**config.mk**
```make
export PLATFORM = sky130hd
export DESIGN_NAME = add_sub_serial
export DESIGN_NICKNAME = d
export VERILOG_FILES = /design/src/rtl/add_sub_pkg.sv /design/src/rtl/add_sub_serial_ls83.sv /design/src/rtl/add_sub_serial.sv
export SDC_FILE = /design/constraint.sdc
export NUM_CORES = 1
export LEC_CHECK = 0
export BUFFER_PORTS_ARGS = -buffer_cell sky130_fd_sc_hd__buf_4
export CORE_AREA = 3 3 108 84
export DETAILED_ROUTE_END_ITERATION = 10
export DIE_AREA = 0 0 111 87
export SLEW_MARGIN = 20
export SYNTH_ARGS = -nofsm -noshare
export SYNTH_HDL_FRONTEND = slang
export SYNTH_HIERARCHICAL = 1
export SYNTH_SLANG_ARGS = --single-unit
```
**constraint.sdc**
```tcl
create_clock -name clk -period 3.6 [get_ports clk]
set_input_delay 0.18 -clock clk [delete_from_list [all_inputs] [get_ports clk]]
set_output_delay 0.18 -clock clk [all_outputs]
set_load 0.01 [all_outputs]
```
**src/rtl/add_sub_pkg.sv**
```systemverilog
// rtl/add_sub_pkg.sv - shared types and helpers for the serial adder/subtractor
package add_sub_pkg;

  typedef enum logic [1:0] {
    IDLE = 2'd0,
    RUN  = 2'd1,
    DONE = 2'd2
  } state_e;

  localparam logic MODE_ADD = 1'b0;
  localparam logic MODE_SUB = 1'b1;

  function automatic int iter_count(input int width, input int slice);
    return width / slice;
  endfunction

endpackage

```
**src/rtl/add_sub_serial_ls83.sv**
```systemverilog
// rtl/add_sub_serial_ls83.sv - LS83-style ripple adder slice (a + b + cin)
module add_sub_serial_ls83 #(
  parameter int W = 4
) (
  input  logic [W-1:0] a,
  input  logic [W-1:0] b,
  input  logic         cin,
  output logic [W-1:0] sum,
  output logic         cout
);

  assign {cout, sum} = {1'b0, a} + {1'b0, b} + {{W{1'b0}}, cin};

endmodule

```
**src/rtl/add_sub_serial.sv**
```systemverilog
// rtl/add_sub_serial.sv - multi-cycle adder/subtractor iterating one adder slice
module add_sub_serial
  import add_sub_pkg::*;
#(
  parameter int WIDTH = 16,
  parameter int SLICE = 4
) (
  input  logic             clk,
  input  logic             rst,
  input  logic             in_valid,
  output logic             in_ready,
  input  logic [WIDTH-1:0] a,
  input  logic [WIDTH-1:0] b,
  input  logic             mode,
  output logic             out_valid,
  input  logic             out_ready,
  output logic [WIDTH-1:0] sum,
  output logic             carry_out,
  output logic             overflow
);

  localparam int N  = iter_count(WIDTH, SLICE);
  localparam int CW = (N > 1) ? $clog2(N) : 1;
  localparam logic [CW-1:0] CNT_LAST = CW'(N - 1);

  generate
    if (WIDTH % SLICE != 0) begin : g_bad_width
      $fatal(1, "add_sub_serial: WIDTH must be a multiple of SLICE");
    end
  endgenerate

  state_e           state_q, state_d;
  logic [CW-1:0]    cnt_q, cnt_d;
  logic [WIDTH-1:0] opa_q, opa_d;
  logic [WIDTH-1:0] opb_q, opb_d;
  logic             carry_q, carry_d;
  logic [WIDTH-1:0] sum_q, sum_d;
  logic             cout_q, cout_d;
  logic             ovf_q, ovf_d;

  logic [SLICE-1:0] slice_a, slice_b, slice_sum;
  logic             slice_cout;

  assign slice_a = opa_q[int'(cnt_q)*SLICE +: SLICE];
  assign slice_b = opb_q[int'(cnt_q)*SLICE +: SLICE];

  // opb is already inverted for subtraction, so the slice only ever adds
  add_sub_serial_ls83 #(.W(SLICE)) u_slice (
    .a    (slice_a),
    .b    (slice_b),
    .cin  (carry_q),
    .sum  (slice_sum),
    .cout (slice_cout)
  );

  always_comb begin
    state_d = state_q;
    cnt_d   = cnt_q;
    opa_d   = opa_q;
    opb_d   = opb_q;
    carry_d = carry_q;
    sum_d   = sum_q;
    cout_d  = cout_q;
    ovf_d   = ovf_q;
    case (state_q)
      IDLE: begin
        if (in_valid) begin
          opa_d   = a;
          opb_d   = b ^ {WIDTH{mode == MODE_SUB}};
          carry_d = mode;
          cnt_d   = '0;
          state_d = RUN;
        end
      end
      RUN: begin
        sum_d[int'(cnt_q)*SLICE +: SLICE] = slice_sum;
        carry_d = slice_cout;
        if (cnt_q == CNT_LAST) begin
          // flags latched from the final slice so they stay stable through DONE
          cout_d  = slice_cout;
          ovf_d   = (opa_q[WIDTH-1] == opb_q[WIDTH-1]) &&
                    (slice_sum[SLICE-1] != opa_q[WIDTH-1]);
          state_d = DONE;
        end else begin
          cnt_d = cnt_q + CW'(1);
        end
      end
      DONE: begin
        if (out_ready) state_d = IDLE;
      end
      default: state_d = IDLE;
    endcase
  end

  always_ff @(posedge clk or posedge rst) begin
    if (rst) begin
      state_q <= IDLE;
      cnt_q   <= '0;
      opa_q   <= '0;
      opb_q   <= '0;
      carry_q <= 1'b0;
      sum_q   <= '0;
      cout_q  <= 1'b0;
      ovf_q   <= 1'b0;
    end else begin
      state_q <= state_d;
      cnt_q   <= cnt_d;
      opa_q   <= opa_d;
      opb_q   <= opb_d;
      carry_q <= carry_d;
      sum_q   <= sum_d;
      cout_q  <= cout_d;
      ovf_q   <= ovf_d;
    end
  end

  assign in_ready  = (state_q == IDLE);
  assign out_valid = (state_q == DONE);
  assign sum       = sum_q;
  assign carry_out = cout_q;
  assign overflow  = ovf_q;

endmodule

```
==> summary.txt <==
Status
  • Run status: finished clean

Drt
  • Iter 0 DRT Violations: 70
  • DRC viols: 0
  • Pre-antenna DRT Iters: 4
  • Routed Antenna Nets: 0
  • Via count: 1785
  • DR WL/cell: 14.9 um
  • Drt via density: 4.79
  • WL final: ~5600 um

Power
  • Sw Ratio: 41.5%
  • Sequential Power Share: between 30% and 40%
  • Pint: 1860 uW
  • IR Drop Worst-Case VDD: 0.612 mV
  • Combinational group share of total power: 54.2%
  • P per Cell Area: 954 nW/um^2
  • Leak: 0.00150 uW
  • Sw Pwr: 1320 uW
  • Clk pwr share: 10.5%

Clocking
  • H-tree depth: 2
  • Worst-case clock buffer depth: 2
  • Post-CTS sizing: 0
  • Post-CTS setup buffer count: 0
  • CTS Hold Bufs: 0
  • Clock Sink Count: 55
  • Root buffer cell: clkbuf_8
  • Clk slew on worst S/H paths: 0.09 ns
  • Clock Latency Late Sink: 0.30 ns
  • CTS tree: built
  • TritonCTS Buffers: 5

STA
  • Worst Tran Pin Value: 0.907 ns
  • Final setup violation count: 0
  • RSZ-0062 raised after global routing: false
  • Slew Limit Headroom: 39.5%
  • Final WS setup: 0.691 ns
  • Fmax: 0.344 GHz
  • Max Slew Vio Count: 0
  • Fin. Hold Viols: 0
  • Clk_skew: approximately 0.0063 ns
  • Final Critical Period: 2.91 ns
  • Setup total negative slack: 0 ns
  • Final Cycle Share: between 80% and 90%

Setup path
  • Critical path launch point type: flop
  • CP required: 3.79 ns
  • CP Capture Type: flop
  • Crit-path max FO: 9
  • CP arrival: 3.09 ns
  • Crit-path leading delay family: flip-flops
  • CP bufs+invs: 0
  • Slowest-stage cell, CP: dfrtp_1
  • CP cell instances: mux4_2 > fa_1 > a21o_1 > a21oi_2 > xnor2_1 > and3b_1 > a21oi_1 > o21ai_0
  • CP peak stage delay: ~0.68 ns
  • Crit Path Category: reg -> reg

Global route
  • Vias in the first global route: 1875
  • GR Overflow Total: 0
  • Largest net degree at the start of global routing: 45
  • GRT Util Overall: 12.0%
  • Global-route wire length before repair: 9170 um
  • Initial antenna violation count: 0

Layout
  • Most common cell after layout, fill and taps aside: buf_4
  • NumNets Final: 314
  • Fill cells: 758
  • Post-layout util: 41.9%
  • Register area: 1380 sq um
  • Most frequent cells in the layout: buf_4, dfrtp_1, nor2_1, mux2_2, xnor2_1
  • Layout cells sized above 1: approximately two fifths
  • Area occupied by multi-input gates: 1250 sq um
  • Synth-to-Final Area Change: 20.8%
  • N_diodes: 0

Min path
  • Worst hold path type: in -> reg

Floorplanning
  • Chip height: 87 um
  • Io pins: 57
  • Num rows: 28
  • Total core area: just under 8000 sq um
  • DIE AREA: approximately 9700 sq um
  • Starting Density: 34.6%
  • Die Width: 111 um

Flow run
  • Max-cap viol count: 0

Logic synthesis
  • Post-Syn Nets: around 260
  • Asr flop ratio synth: 100%
  • Synthesized cell area: 2760 sq um
  • Cells after synthesis: 211
  • Syn avg cell area: 13.1 sq um
  • Ys flop type: dfrtp_1
  • EDFF count, synth: 0
  • Seq cells post-synth: between 50 and 60
  • Area share of the largest cell type after synthesis: 50.0%
  • Library cells used by synthesis: 31
  • Post-synth top area cell: dfrtp_1
  • Yosys warnings: 6
  • Top cells by area, synth: dfrtp_1, mux2_2, mux4_2
  • Register area share after synthesis: 50.0%

Placement
  • Dpl ws: 0.657 ns
  • HPWL after DPL: 4230 um
  • RePlAce Congestion: roughly 0.89
  • IO buf count: 56
-- sequential cells by signal, indices dropped and copies added, names as in the netlist --
name	cells
carry_out	1
carry_q	1
state_q	2
sum	16
cnt_q	2
overflow	1
opa_q	16
opb_q	16
-- layer usage --
| metal | GRT usage [%] | routed length [um] | vias to the layer above |
|---|---|---|---|
| li1 | - | - | 865 |
| met1 | 16.4 | 2710 | 868 |
| met2 | 19.1 | 2500 | 47 |
| met3 | 3.68 | 322 | 5 |
| met4 | 2.57 | 27 | 0 |
| met5 | 0 | 0 | - |
-- layout make-up --
type	instances	share of cell area, %
clock buffers	6	2.18
clock inverters	2	0.376
inverters	9	1.01
multi-input cells	136	37.6
flip-flops and latches	55	41.3
well taps	105	3.95
repair buffers	60	13.5
-- synth_stat cells (3+ instances only) --
master,instances
a21oi_1,14
nand2_1,3
mux2_2,18
inv_1,9
ha_1,8
a21oi_2,5
a32o_1,8
dfrtp_1,55
nor2_1,22
buf_6,5
mux4_2,8
xnor2_1,18
a22o_1,9
o21ai_0,5
-- worst paths after layout --
| kind | startpoint | endpoint | slack (ns) | cells after the start |
|---|---|---|---|---|
| max reg2reg | cnt_q[0] | overflow | 0.69 | 8 |
| max | cnt_q[0] | overflow | 0.69 | 8 |
| min | out_ready | state_q[1] | 0.06 | 2 |
| max in group asynchronous | rst | sum[12] | 2.82 | 3 |
| min reg2reg | overflow | overflow | 0.50 | 2 |
| min in group asynchronous | rst | opa_q[6] | 0.07 | 2 |
-- stage by stage --
stage | hold slack (ns) | instance area [sq um] | power (uW) | cells
2_1_floorplan | 0.288 | 2760 | 2370 | 211
3_3_place_gp | 0.380 | 3240 | 2830 | 365
3_5_place_dp | 0.394 | 3240 | 2870 | 365
4_1_cts | 0.0560 | 3330 | 3210 | 373
5_1_grt | 0.0791 | 3330 | 3450 | 373
6_report | 0.0615 | 3330 | 3180 | 373
-- kinds of logic (layout without fill, tap and decap cells) --
family	count (synthesis)	in the layout	synth area share [%]
AOI/OAI and AO/OA	42	42	11.1
adders and majority gates	10	10	5.09
muxes	26	26	13.9
xor gates and xnor gates	18	18	5.72
buffers and inverters	20	77	4.59
DFF	55	55	50.0
and+or+nand+nor	40	40	9.67
-- power groups by stage --
| stage | logic (uW) | registers (uW) | clock network (uW) |
|---|---|---|---|
| global route | 1910 | 1160 | 373 |
| floorplan | 1320 | 1050 | 0 |
| global placement | 1690 | 1140 | 0 |
| finish | 1720 | 1120 | 332 |
| CTS | 1730 | 1130 | 348 |
| detailed placement | 1720 | 1140 | 0 |
(Power assumes the default switching activity.)
